--- src/rtl/cpu_pkg.sv ---
// cpu_pkg: shared decode types, opcodes and the queued decode entry (M ops used only with DECODE_RV32M_EN).
package cpu_pkg;
  localparam int MAX_XLEN = 64;
  localparam int MAX_PC_W = 64;
  localparam logic [6:0] OPCODE_OP = 7'b0110011;
  localparam logic [6:0] OPCODE_OP_IMM = 7'b0010011;
  localparam logic [6:0] OPCODE_LUI = 7'b0110111;
  localparam logic [6:0] OPCODE_AUIPC = 7'b0010111;
  typedef enum logic [4:0] {
    ALU_NOP, ALU_ADD, ALU_SUB, ALU_SLL, ALU_SLT, ALU_SLTU, ALU_XOR, ALU_SRL, ALU_SRA, ALU_OR, ALU_AND,
    ALU_MUL, ALU_MULH, ALU_MULHSU, ALU_MULHU, ALU_DIV, ALU_DIVU, ALU_REM, ALU_REMU
  } alu_op_t;
  typedef enum logic [1:0] {SRC_A_RS1, SRC_A_ZERO, SRC_A_PC} src_a_sel_t;
  typedef enum logic {SRC_B_RS2, SRC_B_IMM} src_b_sel_t;
  typedef enum logic {WRITE_DISABLE, WRITE_ENABLE} reg_write_t;
  typedef struct packed {
    alu_op_t alu_op;
    src_a_sel_t src_a_sel;
    src_b_sel_t src_b_sel;
    reg_write_t reg_write;
  } control_signals_t;
  localparam control_signals_t CTRL_NOP = '{ALU_NOP, SRC_A_RS1, SRC_B_RS2, WRITE_DISABLE};
  // imm and pc are stored at maximum width; the stage truncates to XLEN / PC_W
  typedef struct packed {
    control_signals_t ctrl;
    logic [4:0] rd;
    logic [4:0] rs1;
    logic [4:0] rs2;
    logic [MAX_XLEN-1:0] imm;
    logic [MAX_PC_W-1:0] pc;
    logic illegal;
  } decoded_entry_t;
endpackage

--- src/rtl/decode_stage_if.sv ---
// decode_stage_if: fetch-side and execute-side handshake bundle of the decode stage.
interface decode_stage_if #(parameter int XLEN = 32, parameter int PC_W = 32);
  import cpu_pkg::*;
  logic flush;
  logic in_valid;
  logic in_ready;
  logic [31:0] in_instr;
  logic [PC_W-1:0] in_pc;
  logic out_valid;
  logic out_ready;
  control_signals_t out_ctrl;
  logic [4:0] out_rd;
  logic [4:0] out_rs1;
  logic [4:0] out_rs2;
  logic [XLEN-1:0] out_imm;
  logic [PC_W-1:0] out_pc;
  logic out_illegal;
  modport master(
    output flush, in_valid, in_instr, in_pc, out_ready,
    input in_ready, out_valid, out_ctrl, out_rd, out_rs1, out_rs2, out_imm, out_pc, out_illegal
  );
  modport slave(
    input flush, in_valid, in_instr, in_pc, out_ready,
    output in_ready, out_valid, out_ctrl, out_rd, out_rs1, out_rs2, out_imm, out_pc, out_illegal
  );
endinterface

--- src/rtl/instr_decode.sv ---
// instr_decode: combinational RV32I instruction to decoded_entry_t; DECODE_RV32M_EN adds the M extension.
module instr_decode import cpu_pkg::*; #(parameter int XLEN = 32) (
  input logic [31:0] instr,
  input logic [MAX_PC_W-1:0] pc,
  output decoded_entry_t entry
);
  logic [6:0] op;
  logic [6:0] f7;
  logic [2:0] f3;
  logic [XLEN-1:0] imm_i, imm_u, shamt, imm;
  alu_op_t alu;
  src_a_sel_t src_a;
  src_b_sel_t src_b;
  logic ill;
  assign op = instr[6:0];
  assign f3 = instr[14:12];
  assign f7 = instr[31:25];
  assign imm_i = XLEN'($signed(instr[31:20]));
  assign imm_u = XLEN'($signed({instr[31:12], 12'b0}));
  assign shamt = XLEN'(instr[24:20]);
  always_comb begin
    alu = ALU_NOP;
    src_a = SRC_A_RS1;
    src_b = SRC_B_RS2;
    imm = '0;
    ill = 1'b1;
    if (op == OPCODE_OP) begin
      ill = 1'b0;
      case ({f7, f3})
        {7'h00, 3'd0}: alu = ALU_ADD;
        {7'h20, 3'd0}: alu = ALU_SUB;
        {7'h00, 3'd1}: alu = ALU_SLL;
        {7'h00, 3'd2}: alu = ALU_SLT;
        {7'h00, 3'd3}: alu = ALU_SLTU;
        {7'h00, 3'd4}: alu = ALU_XOR;
        {7'h00, 3'd5}: alu = ALU_SRL;
        {7'h20, 3'd5}: alu = ALU_SRA;
        {7'h00, 3'd6}: alu = ALU_OR;
        {7'h00, 3'd7}: alu = ALU_AND;
`ifdef DECODE_RV32M_EN
        {7'h01, 3'd0}: alu = ALU_MUL;
        {7'h01, 3'd1}: alu = ALU_MULH;
        {7'h01, 3'd2}: alu = ALU_MULHSU;
        {7'h01, 3'd3}: alu = ALU_MULHU;
        {7'h01, 3'd4}: alu = ALU_DIV;
        {7'h01, 3'd5}: alu = ALU_DIVU;
        {7'h01, 3'd6}: alu = ALU_REM;
        {7'h01, 3'd7}: alu = ALU_REMU;
`endif
        default: ill = 1'b1;
      endcase
    end else if (op == OPCODE_OP_IMM) begin
      src_b = SRC_B_IMM;
      imm = imm_i;
      ill = 1'b0;
      case (f3)
        3'd0: alu = ALU_ADD;
        3'd1: begin alu = ALU_SLL; imm = shamt; ill = f7 != 7'h00; end
        3'd2: alu = ALU_SLT;
        3'd3: alu = ALU_SLTU;
        3'd4: alu = ALU_XOR;
        3'd5: begin alu = f7[5] ? ALU_SRA : ALU_SRL; imm = shamt; ill = (f7 & 7'h5f) != 7'h00; end
        3'd6: alu = ALU_OR;
        3'd7: alu = ALU_AND;
      endcase
    end else if (op == OPCODE_LUI || op == OPCODE_AUIPC) begin
      alu = ALU_ADD;
      src_a = op == OPCODE_AUIPC ? SRC_A_PC : SRC_A_ZERO;
      src_b = SRC_B_IMM;
      imm = imm_u;
      ill = 1'b0;
    end
  end
  // illegal entries carry a neutral control word so execute treats them as bubbles
  assign entry = '{
    ctrl: ill ? CTRL_NOP : control_signals_t'{alu, src_a, src_b, instr[11:7] != 5'd0 ? WRITE_ENABLE : WRITE_DISABLE},
    rd: instr[11:7],
    rs1: instr[19:15],
    rs2: instr[24:20],
    imm: ill ? '0 : MAX_XLEN'(imm),
    pc: pc,
    illegal: ill
  };
endmodule

--- src/rtl/decode_stage.sv ---
// decode_stage: registered decode with a DEPTH-entry in-order output queue, flush and valid/ready on both sides.
module decode_stage import cpu_pkg::*; #(
  parameter int XLEN = 32,
  parameter int PC_W = 32,
  parameter int DEPTH = 2
) (
  input logic clk,
  input logic rst,
  decode_stage_if.slave bus
);
  localparam int AW = DEPTH > 1 ? $clog2(DEPTH) : 1;
  localparam int CW = $clog2(DEPTH + 1);
  decoded_entry_t mem [DEPTH];
  decoded_entry_t dec, head_e;
  logic [AW-1:0] head, tail;
  logic [CW-1:0] count;
  logic push, pop;
  function automatic logic [AW-1:0] nxt(input logic [AW-1:0] p);
    return p == AW'(DEPTH - 1) ? '0 : p + 1'b1;
  endfunction
  instr_decode #(.XLEN(XLEN)) u_dec (.instr(bus.in_instr), .pc(MAX_PC_W'(bus.in_pc)), .entry(dec));
  // ready depends only on registered count, so a full queue cannot accept even while popping
  assign bus.in_ready = count < CW'(DEPTH);
  assign bus.out_valid = count != '0;
  assign push = bus.in_valid && bus.in_ready && !bus.flush;
  assign pop = bus.out_valid && bus.out_ready;
  assign head_e = mem[head];
  assign bus.out_ctrl = head_e.ctrl;
  assign bus.out_rd = head_e.rd;
  assign bus.out_rs1 = head_e.rs1;
  assign bus.out_rs2 = head_e.rs2;
  assign bus.out_imm = head_e.imm[XLEN-1:0];
  assign bus.out_pc = head_e.pc[PC_W-1:0];
  assign bus.out_illegal = head_e.illegal;
  always_ff @(posedge clk or posedge rst) begin
    if (rst) begin
      head <= '0;
      tail <= '0;
      count <= '0;
      for (int i = 0; i < DEPTH; i++) mem[i] <= '0;
    end else if (bus.flush) begin
      head <= '0;
      tail <= '0;
      count <= '0;
    end else begin
      if (push) mem[tail] <= dec;
      if (push) tail <= nxt(tail);
      if (pop) head <= nxt(head);
      count <= count + CW'(push) - CW'(pop);
    end
  end
endmodule
--- src/flat_wrapper.sv ---
// flat-port wrapper written by rule: the top's interface ports become plain ports
module decode_stage_flat import cpu_pkg::*;
#(
  parameter int XLEN = 32,
  parameter int PC_W = 32,
  parameter int DEPTH = 2
)
  (clk, rst, bus_flush, bus_in_valid, bus_in_instr, bus_in_pc, bus_out_ready, bus_in_ready, bus_out_valid, bus_out_ctrl, bus_out_rd, bus_out_rs1, bus_out_rs2, bus_out_imm, bus_out_pc, bus_out_illegal);
  decode_stage_if #(.XLEN(XLEN), .PC_W(PC_W)) bus_i ();
  input logic clk;
  input logic rst;
  input wire logic [$bits(bus_i.flush)-1:0] bus_flush;
  input wire logic [$bits(bus_i.in_valid)-1:0] bus_in_valid;
  input wire logic [$bits(bus_i.in_instr)-1:0] bus_in_instr;
  input wire logic [$bits(bus_i.in_pc)-1:0] bus_in_pc;
  input wire logic [$bits(bus_i.out_ready)-1:0] bus_out_ready;
  output wire logic [$bits(bus_i.in_ready)-1:0] bus_in_ready;
  output wire logic [$bits(bus_i.out_valid)-1:0] bus_out_valid;
  output wire logic [$bits(bus_i.out_ctrl)-1:0] bus_out_ctrl;
  output wire logic [$bits(bus_i.out_rd)-1:0] bus_out_rd;
  output wire logic [$bits(bus_i.out_rs1)-1:0] bus_out_rs1;
  output wire logic [$bits(bus_i.out_rs2)-1:0] bus_out_rs2;
  output wire logic [$bits(bus_i.out_imm)-1:0] bus_out_imm;
  output wire logic [$bits(bus_i.out_pc)-1:0] bus_out_pc;
  output wire logic [$bits(bus_i.out_illegal)-1:0] bus_out_illegal;
  assign bus_i.flush = bus_flush;
  assign bus_i.in_valid = bus_in_valid;
  assign bus_i.in_instr = bus_in_instr;
  assign bus_i.in_pc = bus_in_pc;
  assign bus_i.out_ready = bus_out_ready;
  assign bus_in_ready = bus_i.in_ready;
  assign bus_out_valid = bus_i.out_valid;
  assign bus_out_ctrl = bus_i.out_ctrl;
  assign bus_out_rd = bus_i.out_rd;
  assign bus_out_rs1 = bus_i.out_rs1;
  assign bus_out_rs2 = bus_i.out_rs2;
  assign bus_out_imm = bus_i.out_imm;
  assign bus_out_pc = bus_i.out_pc;
  assign bus_out_illegal = bus_i.out_illegal;
  decode_stage #(.XLEN(XLEN), .PC_W(PC_W), .DEPTH(DEPTH)) u_core (.clk(clk), .rst(rst), .bus(bus_i));
endmodule
--- config.mk ---
export PLATFORM = sky130hd
export DESIGN_NAME = decode_stage_flat
export DESIGN_NICKNAME = d
export VERILOG_FILES = /design/src/rtl/cpu_pkg.sv /design/src/rtl/decode_stage_if.sv /design/src/rtl/instr_decode.sv /design/src/rtl/decode_stage.sv /design/src/flat_wrapper.sv
export SDC_FILE = /design/constraint.sdc
export NUM_CORES = 1
export LEC_CHECK = 0
export CELL_PAD_IN_SITES_DETAIL_PLACEMENT = 2
export CELL_PAD_IN_SITES_GLOBAL_PLACEMENT = 2
export CORE_MARGIN = 3
export CORE_UTILIZATION = 30
export DETAILED_ROUTE_END_ITERATION = 10
export PLACE_DENSITY = 0.79
export SLEW_MARGIN = 10
export SYNTH_ARGS = -nofsm -noshare
export SYNTH_HDL_FRONTEND = slang
export SYNTH_SLANG_ARGS = --single-unit
--- constraint.sdc ---
create_clock -name clk -period 7.8 [get_ports clk]
set_input_delay 1.56 -clock clk [delete_from_list [all_inputs] [get_ports clk]]
set_output_delay 1.56 -clock clk [all_outputs]
set_load 0.01 [all_outputs]
==> results.cfg, run 1 <==
[logic_synthesis]
syn_nets = 836
synth-seq-cells = 180
async_flop_share_pct = 100.0
synthFlopType = dfrtp_1
yosys_warnings = 0
synth_area_per_cell_sq_um = 11.05
yosysSeqAreaShare_pct = 53.29
synth-edff-count = 0
postSynthCellCount = 765
netlist_area_sq_um = 8452
yosysUniqueCellTypes = 48

[power]
power_switching_uw = 1032
intPower_uw = 2268
leakagePower_uw = 0.004813
seqPwrFrac_pct = 41.0
switching_share_pct = 31.28
power_per_cell_area_nw_per_um2 = 303.4
p_clk_share_pct = 25.1
peakVddDrop_mv = 0.1264
combPwrFrac_pct = 33.8

[finish]
register_area_sq_um = 4508
nets = 969
drive_above_1_share_pct = 25.27
layout.cells.non_filler = 1282
multi_input_area_sq_um = 3687
fillers = 2916
insertedDiodeCount = 0
final_cell_mix = 224 x nand2_1, 179 x dfrtp_1, 175 x mux2_2
finalInstanceArea_sq_um = 10880
synthToLayoutAreaGrowth_pct = 28.70
layout_commonest_cell = nand2_1

[clock_tree]
clock_path_buffers = 2
cts_sinks = 180
hold_buffers = 0
cts_tree = yes
post_cts_resized = 0
insertion_delay_ns = 0.43
htreeDepth = 4
clockRootBuffer = clkbuf_16
cts_buffers = 17
cts_setup_buffers = 0
clk_pin_slew_ns = 0.07

[placed_design]
place_congestion = 0.7375
place_area_sq_um = 10320
placed_cells = 1251
port_buffers = 158
dpl.hpwl_mm = 16.45

[timing]
finalMaxSlewViolations = 0
hold_viol = 0
fmax_ghz = 0.2219
worst_pin_slew_ns = 1.103
max_slew_margin_pct = 26.44
fin_skew_ns = 0.007371
fin_hold_ws_ns = 0.4766
fin_crit_sh_pct = 57.77
finalCriticalPeriod_ns = 4.506
finalSetupViolations = 0
setup_tns_ns = 0
rsz0062_at_grt = no

[worst_setup_path]
cp_max_fo = 50
worstSetupPathType = reg -> out
worstSetupStartpointType = register
end_kind = primary output
cp.arrival_ns = 2.95
worstPathRequired_ns = 6.24

[global_routing]
grt_max_degree = 90
grt_pass1_wl_mm = 40.05
antenna_found_initial = 0
grt_pass1_vias = 6903
grt_usage_pct = 16.41
grt-ovfl-total = 0

[run_status]
status = completed

[floorplanning]
initial_core_util_pct = 30.93
die_h_microns = 173.8
die_w_microns = 173.8
io_pins = 160
coreArea_sq_um = 27330
rows = 60
die-area_sq_um = 30220

[route]
wire_per_inst_microns = 19.19
drt_wl_total_mm = 24.60
drc = 0
drt_iter0_drc = 223
vias = 6098
ant_nets = 0
via_per_inst = 4.757
first_pass_iters = 4

[min_path]
hp-class = reg -> reg

[flow_run]
cap_violations = 0
[through the flow]
| step | worst slack, ns | total power [uW] | utilization [%] |
|---|---|---|---|
| finish | 3.294 | 3300 | 39.81 |
| global route | 3.158 | 3502 | 39.81 |
| CTS | 3.224 | 3362 | 39.81 |
| global placement | 3.541 | 2454 | 37.76 |
| floorplan | 1.353 | 1947 | - |
| detailed placement | 3.501 | 2512 | 37.76 |
[worst paths after layout]
path / slack [ns] / depth (start not counted) / start / endpoint
setup / recovery: 3.29 / 3 / u_core.head / bus_out_imm[17]
hold / removal: 0.48 / 2 / u_core.mem[147] / u_core.mem[147]
setup reg to reg: 5.34 / 5 / u_core.count[1] / u_core.mem[88]
hold reg to reg: 0.48 / 2 / u_core.mem[147] / u_core.mem[147]
max in group asynchronous: 5.00 / 3 / rst / u_core.mem[225]
min in group asynchronous: 1.60 / 2 / rst / u_core.mem[175]
[power groups by stage]
stage          registers, uW  clock network (uW)  logic [uW]
2_1_floorplan           1280                   0         664
3_3_place_gp            1350                   0        1100
3_5_place_dp            1380                   0        1140
4_1_cts                 1360                 861        1140
5_1_grt                 1390                 902        1210
6_report                1350                 829        1120
[sequential cells by signal (all words and copies together), names as in the netlist]
name and cells:
u_core.count 2, u_core.head 1, u_core.mem 176, u_core.tail 1
[worst max-delay path, cell delays in order, from the launching register on]
cell and delay, ns:
dfrtp_4 0.94, buf_4 0.61, mux2_2 0.44, clkdlybuf4s50_1 0.49
[layout make-up]
class                           instances  area share, %
Clock buffer                           20          4.290
Clock inverter                         11         0.8512
Inverter                                7         0.2876
Multi-Input combinational cell        528          33.90
Sequential cell                       180          41.44
Tap cell                              372          4.279
Timing Repair Buffer                  164          14.95
[per-layer routing]
| metal | track usage, % | vias to the layer above | share of wire, % |
|---|---|---|---|
| li1 | - | 2842 | - |
| met2 | 27.72 | 119 | 49 |
| met5 | 0 | - | 0 |
| met4 | 2.513 | 0 | 0.41 |
| met3 | 3.351 | 6 | 3.3 |
| met1 | 22.25 | 3131 | 48 |
[cells by family (layout without fill, tap and decap cells)]
logic type	Yosys count	in the layout	share of synthesized area (%)
simple gates	263	263	13.26
compound gates	82	82	5.892
flops	180	180	53.29
fa+ha+maj	2	2	0.2960
mux	175	175	23.32
buf+inv	57	202	3.375
xor+xnor	5	5	0.5181
other cells	1	1	0.04437
[cells in the mapped netlist, types with 4 or more instances]
master / instances / area, sq um
inv_1: 7 / 26.28
nand2_1: 224 / 840.8
mux2_2: 175 / 1971
dfrtp_1: 180 / 4504
nand2b_1: 5 / 31.28
clkbuf_1: 21 / 78.83
nor2_1: 8 / 30.03
buf_2: 22 / 110.1
xnor2_1: 4 / 35.03
a21oi_1: 21 / 105.1
o21ai_0: 39 / 195.2
o31ai_1: 4 / 30.03
Note: power is estimated with default switching activity, not from simulation.
==> run 2: changes to the inputs <==
--- a/config.mk
+++ b/config.mk
@@ -10,7 +10,7 @@
 export CORE_MARGIN = 3
 export CORE_UTILIZATION = 30
 export DETAILED_ROUTE_END_ITERATION = 10
-export PLACE_DENSITY = 0.79
+export PLACE_DENSITY = 0.82
 export SLEW_MARGIN = 10
 export SYNTH_ARGS = -nofsm -noshare
 export SYNTH_HDL_FRONTEND = slang
==> constraint.sdc (replaced) <==
create_clock -name clk -period 3.7 [get_ports clk]
set_input_delay 0.74 -clock clk [delete_from_list [all_inputs] [get_ports clk]]
set_output_delay 0.74 -clock clk [all_outputs]
set_load 0.01 [all_outputs]
==> run 2 against run 1 <==
  * Sequential power increased by 110%
  * Non-clock buffer count up 7
  * Die area unchanged
  * Count of clock-buffer cells in the layout shrank 1
  * Largest power group unchanged
  * Setup slack worse by 2.8 ns
  * Cell area grew 2.0%
  * Sequential share of layout area down 0.83 points
  * Critical path depth is the same
  * Sequential cell count stayed put
  * Cell count rose by 0.55%
  * Global-route usage grew 0.83 points
  * Wire length is 3.8% higher
==> results.cfg, run 2 (synthesis gave the netlist of run 1 again) <==
[floorplanning]
coreArea_sq_um = 27330
io_pins = 160
rows = 60
die_w_microns = 173.8
die_h_microns = 173.8
die-area_sq_um = 30220
initial_core_util_pct = 30.93

[power]
leakagePower_uw = 0.004911
peakVddDrop_mv = 0.3082
power_per_cell_area_nw_per_um2 = 652.5
power_uw = 7243

[route]
ant_nets = 0
first_pass_iters = 4
drc = 0
drt_iter0_drc = 286
drt_wl_total_mm = 25.54
via_per_inst = 4.828
vias = 6223
wire_per_inst_microns = 19.81

[timing]
finalMaxSlewViolations = 0
max_slew_margin_pct = 46.54
fin_crit_sh_pct = 85.73
fmax_ghz = 0.3153
finalCriticalPeriod_ns = 3.172
rsz0062_at_grt = no
setup_tns_ns = 0
finalSetupViolations = 0
hold_viol = 0
fin_skew_ns = 0.01061
worst_pin_slew_ns = 0.8002

[finish]
drive_above_1_share_pct = 25.85
nets = 976
top_regs = u_core.mem (176), u_core.count (2)
final_cell_mix = 224 x nand2_1, 179 x dfrtp_1, 175 x mux2_2
insertedDiodeCount = 0
largest_reg_flops = 176
synthToLayoutAreaGrowth_pct = 31.34
regMostFlops = u_core.mem
layout_commonest_cell = nand2_1

[worst_setup_path]
reg2reg_from = u_core.count[1]
worstPathRequired_ns = 2.96
cp.arrival_ns = 2.43
worstSetupStartpointType = register
worstSetupPathType = reg -> out
r2r_setup_slack_ns = 1.69
end_kind = primary output
rr_endpoint = u_core.mem[245]
cp_max_fo = 51
worstRegToRegCells = 5

[run_status]
status = completed

[clock_tree]
clock_path_buffers = 2
cts_sinks = 180
insertion_delay_ns = 0.42
cts_tree = yes
clockRootBuffer = clkbuf_16
clk_pin_slew_ns = 0.07
htreeDepth = 4
post_cts_resized = 0
cts_setup_buffers = 0
hold_buffers = 0
cts_buffers = 17

[placed_design]
port_buffers = 158
place_congestion = 0.7524
dpl.hpwl_mm = 17.32

[global_routing]
antenna_found_initial = 0
grt_usage_pct = 17.24
grt_pass1_vias = 7177
grt_max_degree = 68
grt-ovfl-total = 0
grt_pass1_wl_mm = 41.79

[min_path]
min_from = u_core.mem[185]
min_path_cells = 2
hp-class = reg -> reg
worstHoldEndpoint = u_core.mem[185]

[flow_run]
cap_violations = 0
[run 2: changes by cell type in the layout (fill, tap and decap cells not counted)]
| cell | before | now |
|---|---|---|
| clkinv_4 | 4 | 1 |
| buf_4 | 6 | 4 |
| clkbuf_8 | 3 | 2 |
| clkinvlp_4 | 2 | 3 |
| buf_12 | 0 | 9 |
| bufinv_16 | 0 | 3 |
[run 2: final cells by class]
cell class | count | area, sq um
multi-input combinational | 528 | 3687
timing repair buffer | 171 | 1792
inverter | 7 | 30.03
fill | 2858 | 16230
tap | 372 | 465.4
sequential | 180 | 4508
clock buffer | 19 | 452.9
clock inverter | 12 | 165.2
[run 2: through the flow]
step	instance area (sq um)	hold slack, ns	setup WS, ns	std cells	util (%)
final	11100	0.4789	0.5281	1289	40.62
after global routing	11100	0.5076	0.4276	1289	40.62
after CTS	11100	0.4821	0.4765	1289	40.62
after detailed placement	10480	0.4630	0.6941	1258	38.36
after global placement	10480	0.4553	0.8271	1258	38.36
after floorplan	8456	0.4417	0.6514	765	-
[run 2: layer usage]
| metal | vias up | wire length [microns] | share of wire (%) | track usage [%] |
|---|---|---|---|---|
| met3 | 27 | 890 | 3.5 | 3.241 |
| met2 | 145 | 12390 | 49 | 28.50 |
| li1 | 2855 | - | - | - |
| met1 | 3196 | 11860 | 46 | 23.33 |
| met4 | 0 | 398 | 1.6 | 4.390 |
| met5 | - | 0 | 0 | 0 |
[run 2: report_power, final]
group | internal, uW | total (uW) | switching (uW) | leakage, uW
Clock | 1110 | 1950 | 835 | 0.000299
Combinational | 1390 | 2460 | 1080 | 0.00228
Sequential | 2500 | 2830 | 330 | 0.00234
Total | 5000 | 7240 | 2240 | 0.00491
[run 2: worst max path at each step]
| stage | from | end | slack (ns) | cells past startpoint |
|---|---|---|---|---|
| after floorplan | rst | u_core.count[0] | 0.65 | 1 |
| after global placement | bus_in_instr[5] | u_core.mem[233] | 0.83 | 6 |
| after detailed placement | bus_in_instr[5] | u_core.mem[234] | 0.69 | 6 |
| after CTS | u_core.head | bus_out_imm[3] | 0.48 | 3 |
| after global routing | u_core.head | bus_out_imm[3] | 0.43 | 3 |
| final | u_core.head | bus_out_imm[3] | 0.53 | 3 |
[run 2: critical path: stages, from the launching register on]
cell and delay (ns):
dfrtp_4 0.71, buf_12 0.35, mux2_2 0.42, clkdlybuf4s50_1 0.49
